### config.mk
export PLATFORM = sky130hd
export DESIGN_NAME = temporizador_preparo_flat
export DESIGN_NICKNAME = d
export VERILOG_FILES = /design/src/rtl/temporizador_preparo_if.sv /design/src/rtl/temporizador_preparo.sv /design/src/flat_wrapper.sv
export SDC_FILE = /design/constraint.sdc
export NUM_CORES = 1
export LEC_CHECK = 0
export BUFFER_PORTS_ARGS = -buffer_cell sky130_fd_sc_hd__buf_2
export CORE_MARGIN = 2
export CORE_UTILIZATION = 35
export DETAILED_ROUTE_END_ITERATION = 6
export SLEW_MARGIN = 15
export SYNTH_ARGS = -nofsm -noshare
export SYNTH_HDL_FRONTEND = slang
export SYNTH_SLANG_ARGS = --single-unit
### constraint.sdc
create_clock -name clk3 -period 4 [get_ports clk3]
set_clock_uncertainty 0.2 [all_clocks]
set_input_delay 0.8 -clock clk3 [delete_from_list [all_inputs] [get_ports clk3]]
set_output_delay 0.8 -clock clk3 [all_outputs]
set_load 0.01 [all_outputs]
### src/rtl/temporizador_preparo_if.sv
// temporizador_preparo_if: command inputs, phase/status outputs of the preparation timer
// seg_restantes exists only when PREP_STATUS_EN is defined
interface temporizador_preparo_if;
  logic start_preparo, abort, venda_ini, venda_clr;
  logic press_ativo, aquec_ativo, bebida_ativo, ocupado;
  logic preparo_fim, abortado, venda_timeout;
`ifdef PREP_STATUS_EN
  logic [4:0] seg_restantes;
`endif
  modport master (
    output start_preparo, abort, venda_ini, venda_clr,
`ifdef PREP_STATUS_EN
    input seg_restantes,
`endif
    input press_ativo, aquec_ativo, bebida_ativo, ocupado, preparo_fim, abortado, venda_timeout
  );
  modport slave (
    input start_preparo, abort, venda_ini, venda_clr,
`ifdef PREP_STATUS_EN
    output seg_restantes,
`endif
    output press_ativo, aquec_ativo, bebida_ativo, ocupado, preparo_fim, abortado, venda_timeout
  );
endinterface

### src/rtl/temporizador_preparo.sv
// temporizador_preparo: press/heat/dispense sequencer plus independent sale-timeout timer
// Optional PREP_STATUS_EN adds seg_restantes (whole seconds left in the current phase).
module temporizador_preparo #(
  parameter int TICKS_PER_S = 50_000_000,
  parameter int T_PRESS     = 2,
  parameter int T_AQUEC     = 2,
  parameter int T_BEBIDA    = 5,
  parameter int T_VENDA     = 15
) (
  input logic clk3,
  input logic reset,
  temporizador_preparo_if.slave bus
);
  localparam logic [2:0] IDLE = 3'd0, PRESS = 3'd1, AQUEC = 3'd2, BEBIDA = 3'd3, FIM = 3'd4;
  localparam int LP = T_PRESS * TICKS_PER_S;
  localparam int LA = T_AQUEC * TICKS_PER_S;
  localparam int LB = T_BEBIDA * TICKS_PER_S;
  localparam int LV = T_VENDA * TICKS_PER_S;
  localparam int MP = (LP > LA) ? ((LP > LB) ? LP : LB) : ((LA > LB) ? LA : LB);
  localparam int CW = $clog2(MP + 1);
  localparam int VW = $clog2(LV + 1);
  // the pulse is registered, so it must be decided one count early to land LV cycles after venda_ini
  localparam int VT = (LV > 1) ? LV - 2 : 0;
  logic [2:0] state, ns;
  logic [CW-1:0] cnt;
  logic [VW-1:0] vcnt;
  logic armed, start_ok, kill, last, vfire, vrst;
  always_comb begin
    start_ok = (state == IDLE) && bus.start_preparo && !bus.abort;
    kill = (state == PRESS || state == AQUEC || state == BEBIDA) && bus.abort;
    last = cnt == ((state == PRESS) ? CW'(LP - 1) : (state == AQUEC) ? CW'(LA - 1) : CW'(LB - 1));
    ns = kill ? IDLE :
         (state == IDLE)   ? (start_ok ? PRESS : IDLE) :
         (state == PRESS)  ? (last ? AQUEC : PRESS) :
         (state == AQUEC)  ? (last ? BEBIDA : AQUEC) :
         (state == BEBIDA) ? (last ? FIM : BEBIDA) : IDLE;
    vrst = bus.venda_clr || start_ok;
    vfire = armed && (vcnt == VW'(VT)) && !vrst && !bus.venda_ini;
  end
  always_ff @(posedge clk3 or posedge reset) begin
    if (reset) begin
      state <= IDLE;
      cnt <= '0;
      vcnt <= '0;
      armed <= 1'b0;
      bus.press_ativo <= 1'b0;
      bus.aquec_ativo <= 1'b0;
      bus.bebida_ativo <= 1'b0;
      bus.ocupado <= 1'b0;
      bus.preparo_fim <= 1'b0;
      bus.abortado <= 1'b0;
      bus.venda_timeout <= 1'b0;
    end else begin
      state <= ns;
      cnt <= (ns != state || state == IDLE) ? '0 : last ? cnt : cnt + 1'b1;
      bus.press_ativo <= ns == PRESS;
      bus.aquec_ativo <= ns == AQUEC;
      bus.bebida_ativo <= ns == BEBIDA;
      bus.ocupado <= ns != IDLE;
      bus.preparo_fim <= ns == FIM;
      bus.abortado <= kill;
      armed <= vrst ? 1'b0 : bus.venda_ini ? 1'b1 : armed && !vfire;
      vcnt <= (vrst || bus.venda_ini) ? '0 : (armed && !vfire) ? vcnt + 1'b1 : vcnt;
      bus.venda_timeout <= vfire;
    end
  end
`ifdef PREP_STATUS_EN
  localparam int TW = $clog2(TICKS_PER_S + 1);
  logic [TW-1:0] tk;
  logic sec_end;
  always_comb sec_end = tk == TW'(TICKS_PER_S - 1);
  always_ff @(posedge clk3 or posedge reset) begin
    if (reset) begin
      tk <= '0;
      bus.seg_restantes <= '0;
    end else begin
      tk <= (ns != state || state == IDLE || sec_end) ? '0 : tk + 1'b1;
      bus.seg_restantes <= (ns != state) ?
          ((ns == PRESS) ? 5'(T_PRESS) : (ns == AQUEC) ? 5'(T_AQUEC) : (ns == BEBIDA) ? 5'(T_BEBIDA) : 5'd0) :
          (state == IDLE) ? 5'd0 :
          (sec_end && bus.seg_restantes != 5'd0) ? bus.seg_restantes - 5'd1 : bus.seg_restantes;
    end
  end
`endif
endmodule

### src/flat_wrapper.sv
// flat-port wrapper written by rule: the top's interface ports become plain ports
module temporizador_preparo_flat 
#(
  parameter int TICKS_PER_S = 50_000_000,
  parameter int T_PRESS     = 2,
  parameter int T_AQUEC     = 2,
  parameter int T_BEBIDA    = 5,
  parameter int T_VENDA     = 15
)
  (clk3, reset, bus_start_preparo, bus_abort, bus_venda_ini, bus_venda_clr, bus_press_ativo, bus_aquec_ativo, bus_bebida_ativo, bus_ocupado, bus_preparo_fim, bus_abortado, bus_venda_timeout);
  temporizador_preparo_if bus_i ();
  input logic clk3;
  input logic reset;
  input wire logic [$bits(bus_i.start_preparo)-1:0] bus_start_preparo;
  input wire logic [$bits(bus_i.abort)-1:0] bus_abort;
  input wire logic [$bits(bus_i.venda_ini)-1:0] bus_venda_ini;
  input wire logic [$bits(bus_i.venda_clr)-1:0] bus_venda_clr;
  output wire logic [$bits(bus_i.press_ativo)-1:0] bus_press_ativo;
  output wire logic [$bits(bus_i.aquec_ativo)-1:0] bus_aquec_ativo;
  output wire logic [$bits(bus_i.bebida_ativo)-1:0] bus_bebida_ativo;
  output wire logic [$bits(bus_i.ocupado)-1:0] bus_ocupado;
  output wire logic [$bits(bus_i.preparo_fim)-1:0] bus_preparo_fim;
  output wire logic [$bits(bus_i.abortado)-1:0] bus_abortado;
  output wire logic [$bits(bus_i.venda_timeout)-1:0] bus_venda_timeout;
  assign bus_i.start_preparo = bus_start_preparo;
  assign bus_i.abort = bus_abort;
  assign bus_i.venda_ini = bus_venda_ini;
  assign bus_i.venda_clr = bus_venda_clr;
  assign bus_press_ativo = bus_i.press_ativo;
  assign bus_aquec_ativo = bus_i.aquec_ativo;
  assign bus_bebida_ativo = bus_i.bebida_ativo;
  assign bus_ocupado = bus_i.ocupado;
  assign bus_preparo_fim = bus_i.preparo_fim;
  assign bus_abortado = bus_i.abortado;
  assign bus_venda_timeout = bus_i.venda_timeout;
  temporizador_preparo #(.TICKS_PER_S(TICKS_PER_S), .T_PRESS(T_PRESS), .T_AQUEC(T_AQUEC), .T_BEBIDA(T_BEBIDA), .T_VENDA(T_VENDA)) u_core (.clk3(clk3), .reset(reset), .bus(bus_i));
endmodule
# Word level (Yosys, flattened, before mapping)
# Cells that the tools add are included.
# totals
elab_cells,60
ff_bits,69
# op_classes
reduce_logical,19
add_sub_neg,2
mux,17
eq_ne,11
# op_table
cell,n
$mux W28,4
$mux W30,2
$add A30 B1 Y30 const B,1
$eq A30 B30 Y1 const B,1
$add A28 B1 Y28 const B,1
$eq A28 B28 Y1,1
$mux W3,6
$eq A3 B2 Y1 const B,4
$logic_and A1 B1 Y1,7
$eq A3 B1 Y1 const B,2
$logic_or A1 B1 Y1,5
$logic_not A1 Y1,4
$mux W1,4
$eq A3 B3 Y1 const B,1
$logic_not A3 Y1,1
$ne A3 B3 Y1,1
$reduce_bool A3 Y1,1
$mux W2,1
$ne A2 B2 Y1 const B,1
$reduce_bool A2 Y1,1

# Longest topological paths before layout
# depth
ltp_word,13
depth_mapped,8

# Worst setup path before layout
# OpenSTA, ideal clock, no wires.
# synth_timing
path_kind,in2reg
start,in bus_abort
end,reg u_core.vcnt[23]
n_path_buf,1
path_slack_ps,1762
t_arrival_ps,1907
cell_stages,6
cell_sequence,nor2_1 -> a31oi_1 -> buf_2 -> nor4_1 -> xnor2_1 -> nor2_1
# synth_via
elab_chain_len,9
# synth_lines
element,line,rtl
from (decl),flat_wrapper.sv:15,input wire logic [$bits(bus_i.abort)-1:0] bus_abort;
$logic_not A1 Y1 *,temporizador_preparo.sv:29,start_ok = (state == IDLE) && bus.start_preparo && !bus.abort;
$logic_and A1 B1 Y1 *,temporizador_preparo.sv:29,
$logic_or A1 B1 Y1 *,temporizador_preparo.sv:37,vrst = bus.venda_clr || start_ok;
$logic_not A1 Y1,temporizador_preparo.sv:38,vfire = armed && (vcnt == VW'(VT)) && !vrst && !bus.venda_ini;
$logic_and A1 B1 Y1 (2 in a row),temporizador_preparo.sv:38,
$logic_not A1 Y1,temporizador_preparo.sv:63,vcnt <= (vrst || bus.venda_ini) ? '0 : (armed && !vfire) ? vcnt + 1'b1 : vcnt;
$logic_and A1 B1 Y1,temporizador_preparo.sv:63,
$reduce_bool A2 Y1 (no line),n/a,
to (signal assigned),temporizador_preparo.sv:63,
to (decl),temporizador_preparo.sv:26,logic [VW-1:0] vcnt;
# Every way passes the cells marked *; elsewhere a longest branch is shown, timed or not.
# A chain may end at the register's enable or synchronous reset.

# Final worst setup path
# layout_timing
start,reg u_core.cnt[9]
end,reg u_core.cnt[22]
# layout_via
elab_chain_len,10
# layout_lines
element,line,rtl
from (decl),temporizador_preparo.sv:25,logic [CW-1:0] cnt;
from (signal assigned),temporizador_preparo.sv:55,cnt <= (ns != state || state == IDLE) ? '0 : last ? cnt : cnt + 1'b1;
$eq A28 B28 Y1,temporizador_preparo.sv:31,last = cnt == ((state == PRESS) ? CW'(LP - 1) : (state == AQUEC) ? CW'(LA - 1) : CW'(LB - 1));
$mux W3 (2 in a row),temporizador_preparo.sv:36,(state == BEBIDA) ? (last ? FIM : BEBIDA) : IDLE;
$mux W3,temporizador_preparo.sv:35,(state == AQUEC) ? (last ? BEBIDA : AQUEC) :
$mux W3,temporizador_preparo.sv:34,(state == PRESS) ? (last ? AQUEC : PRESS) :
$mux W3,temporizador_preparo.sv:33,(state == IDLE) ? (start_ok ? PRESS : IDLE) :
$mux W3,temporizador_preparo.sv:32,ns = kill ? IDLE :
$ne A3 B3 Y1,temporizador_preparo.sv:55,
$logic_or A1 B1 Y1,temporizador_preparo.sv:55,
$ne A2 B2 Y1 (no line) or $mux W28 (tied branches),n/a,
# Parallel ways exist; a longest one is shown, timed or not. The select of a mux whose other input is x is not followed.

==> flow_summary.toml <==
[cts]
cts-root-to-sink-buffers = 2
root_buffer = "clkbuf_8"
tritoncts = "done"
cts.clk_slew.worst_paths_ns = 0.07
clk_latency_ns = 0.35
cts-buffers-inserted = 9
hold_buffers = 0
cts.repair.resized = 0
clkSinkCount = 69
post_cts_buffers = 0
h-tree-depth = 3

[floorplan]
ios = 13
chipHeight_um = 106
start_util = 0.355
die_w_um = 106
coreArea_mm2 = 0.0102
dieArea_mm2 = 0.0111
fp-row-count = 37

[detailed_routing]
vias = 2688
routed_wl_um = 7120
vias_per_cell = 5.09
wl_per_cell_um = 13.5
drtIter0Drc = 93
route.detailed.drc = 0
postRouteAntennaNets = 0
first_pass_iters = 4

[yosys]
ys_ff_latch = 69
syn-num-nets = 381
async_flop_share = 1.00
synth_cell_types = 48
synthMuxAreaShare = 0.00970
synth_edf_count = 0
synth_top_area_cell = "dfrtp_1"
synth_top_area_frac = 0.478
synth-seq-area-share = 0.478
ys.flop_type = "dfrtp_1"
synth_compound_area_frac = 0.0572
syn_avg_cell_area_um2 = 9.71
syn_area_mm2 = 0.00361
synth-xor-area-share = 0.102
synth_area_leaders = "dfrtp_1 (48%), xnor2_1 (5.1%), xor2_1 (5.1%)"
synthSimpleGateAreaFrac = 0.310
syn-instance-count = 372
synth-adder-area-share = 0.0104
yosysWarnings = 0
synth_top_family_by_area = "simple AND/OR/NAND/NOR gates"
yosys-top-cells-count = "dfrtp_1 (69), nor2_1 (48), nand2_1 (25)"
synth_most_common_cell = "dfrtp_1"

[setup_path]
crit_arrival_ns = 2.72
worst-setup-path-type = "reg -> reg"
cp_cell_sequence = "or4bb_1 > nor4_2 > mux2_4 > a21o_1 > nor2_1"
path_buf_inv = 0
r2r_start = "u_core.cnt[9]$_DFFE_PP0P_"
critPathMaxFanout = 26
start_kind = "flop"
timing.rr.end = "u_core.cnt[22]$_DFFE_PP0P_"
rrSetupSlack_ns = 1.27
critPathTopFamily = "simple AND/OR/NAND/NOR gates"
required_ns = 3.99
cp_slowest_cell = "a21o_1"
cpPeakStageDelay_ns = 0.77
crit_path_end = "u_core.cnt[22]$_DFFE_PP0P_"
cp.depth = 5
worst-r2r-cell-count = 5
critPathCaptureType = "flop"
startpoint = "u_core.cnt[9]$_DFFE_PP0P_"

[sta]
worstMarginPinSlew_ns = 0.980
max_freq_ghz = 0.367
finalCritPeriodShare = 0.682
layout_setup_ws_ns = 1.27
rsz0062_at_grt = "no"
fin_tns_setup_ns = 0
timing.final.max_slew_violations = 0
finalHoldViolCount = 0
setup_violations = 0
relSlewSlack = 0.346
post-route-min-period_ns = 2.73

[finish]
layout.nets = 397
syn2layout_area_growth_pct = 10.7
drive_gt1_frac = 0.128
antenna_cells = 0

[worst_hold_path]
hold_path.class = "reg -> reg"

[pwr]
irDropWorstVdd_mv = 0.265
totalPowerFinal_uw = 1330
leakagePower_uw = 0.00155
power_density_mw_per_mm2 = 333

[placement]
gp_congestion = 0.817
place_hpwl_um = 4980
numPortBuffers = 12
dp_slack_ns = 1.26

[global_routing]
grt.total_usage = 0.143
antenna_found_initial = 0
grt_max_degree = 35
grt_pass1_wl_um = 12700
gr-total-overflow = 0
grt_pass1_vias = 2672

[run_status]
status = "finished, final reports clean"

[run]
drv_cap = 0
[registers in the layout (all words and copies together) (netlist names)]
name,count
u_core.bus.ocupado,1
u_core.bus.press_ativo,1
u_core.state,3
u_core.bus.abortado,1
u_core.cnt,28
u_core.bus.aquec_ativo,1
u_core.armed,1
u_core.vcnt,30
u_core.bus.preparo_fim,1
u_core.bus.venda_timeout,1
u_core.bus.bebida_ativo,1
[cell type report]
cell class              instances  area [um^2]
fillers                      1041         6180
clock inverters                 3         45.0
repair buffers                 17         97.6
inverters                      10         37.5
flip-flops and latches         69         1730
clock buffers                  12          155
well taps                     136          170
multi-input cells             281         1770
[worst register-to-register path, delay by kind of cell, from the launching register on]
family / cells / cell delay [ns]
DFF: 1 / 0.45
AOI/OAI and AO/OA: 1 / 0.77
muxes: 1 / 0.25
and+or+nand+nor: 3 / 0.92
[cell families after synthesis]
kind of cell / after synthesis
compound gates: 35
xor+xnor: 42
fa+ha+maj: 3
buf+inv: 22
flops: 69
mux: 3
simple gates: 198
[power breakdown]
part | leakage, uW | internal, uW | total, uW | switching (uW)
registers | 0.000957 | 702 | 708 | 5.70
clock network | 0.0000947 | 319 | 575 | 256
logic | 0.000501 | 13.6 | 50.3 | 36.8
[placed cells by master, fill, tap and decap left out, types with 10 or more instances in the layout]
cell type,Yosys,routed
buf_2,3,12
dfrtp_1,69,69
nand3_1,21,21
nand2_1,25,25
nor2_1,48,48
a21oi_1,11,11
xor2_1,21,21
clkbuf_8,0,11
nor2_2,10,10
nor4_1,11,11
xnor2_1,21,21
o21ai_0,14,14
nand4_1,21,21
or3_1,12,12
[routing by layer]
layer | up-vias | GRT usage | wire (um)
li1 | 1352 | - | -
met1 | 1298 | 0.182 | 3370
met2 | 27 | 0.230 | 3370
met3 | 11 | 0.0371 | 243
met4 | 0 | 0.0630 | 133
met5 | - | 0 | 0
[per-stage QoR]
stage | utilization | hold slack [ns] | cell area [um^2] | cells
CTS | 0.393 | 0.293 | 4000 | 528
finish | 0.393 | 0.290 | 4000 | 528
global placement | 0.373 | 0.274 | 3800 | 513
detailed placement | 0.373 | 0.283 | 3800 | 513
floorplan | - | 0.249 | 3610 | 372
global route | 0.393 | 0.320 | 4000 | 528
[worst min path at each step]
| stage | start | cells after the start | endpoint | slack, ns |
|---|---|---|---|---|
| finish | u_core.cnt[0]$_DFFE_PP0P_ | 1 | u_core.cnt[0]$_DFFE_PP0P_ | 0.29 |
| global route | u_core.state[2]$_DFF_PP0_ | 1 | u_core.bus.abortado$_DFF_PP0_ | 0.32 |
| CTS | u_core.cnt[0]$_DFFE_PP0P_ | 1 | u_core.cnt[0]$_DFFE_PP0P_ | 0.29 |
| detailed placement | u_core.cnt[0]$_DFFE_PP0P_ | 1 | u_core.cnt[0]$_DFFE_PP0P_ | 0.28 |
| global placement | u_core.cnt[0]$_DFFE_PP0P_ | 1 | u_core.cnt[0]$_DFFE_PP0P_ | 0.27 |
| floorplan | u_core.state[2]$_DFF_PP0_ | 1 | u_core.bus.abortado$_DFF_PP0_ | 0.25 |
Note: power is estimated with default switching activity, not from simulation.
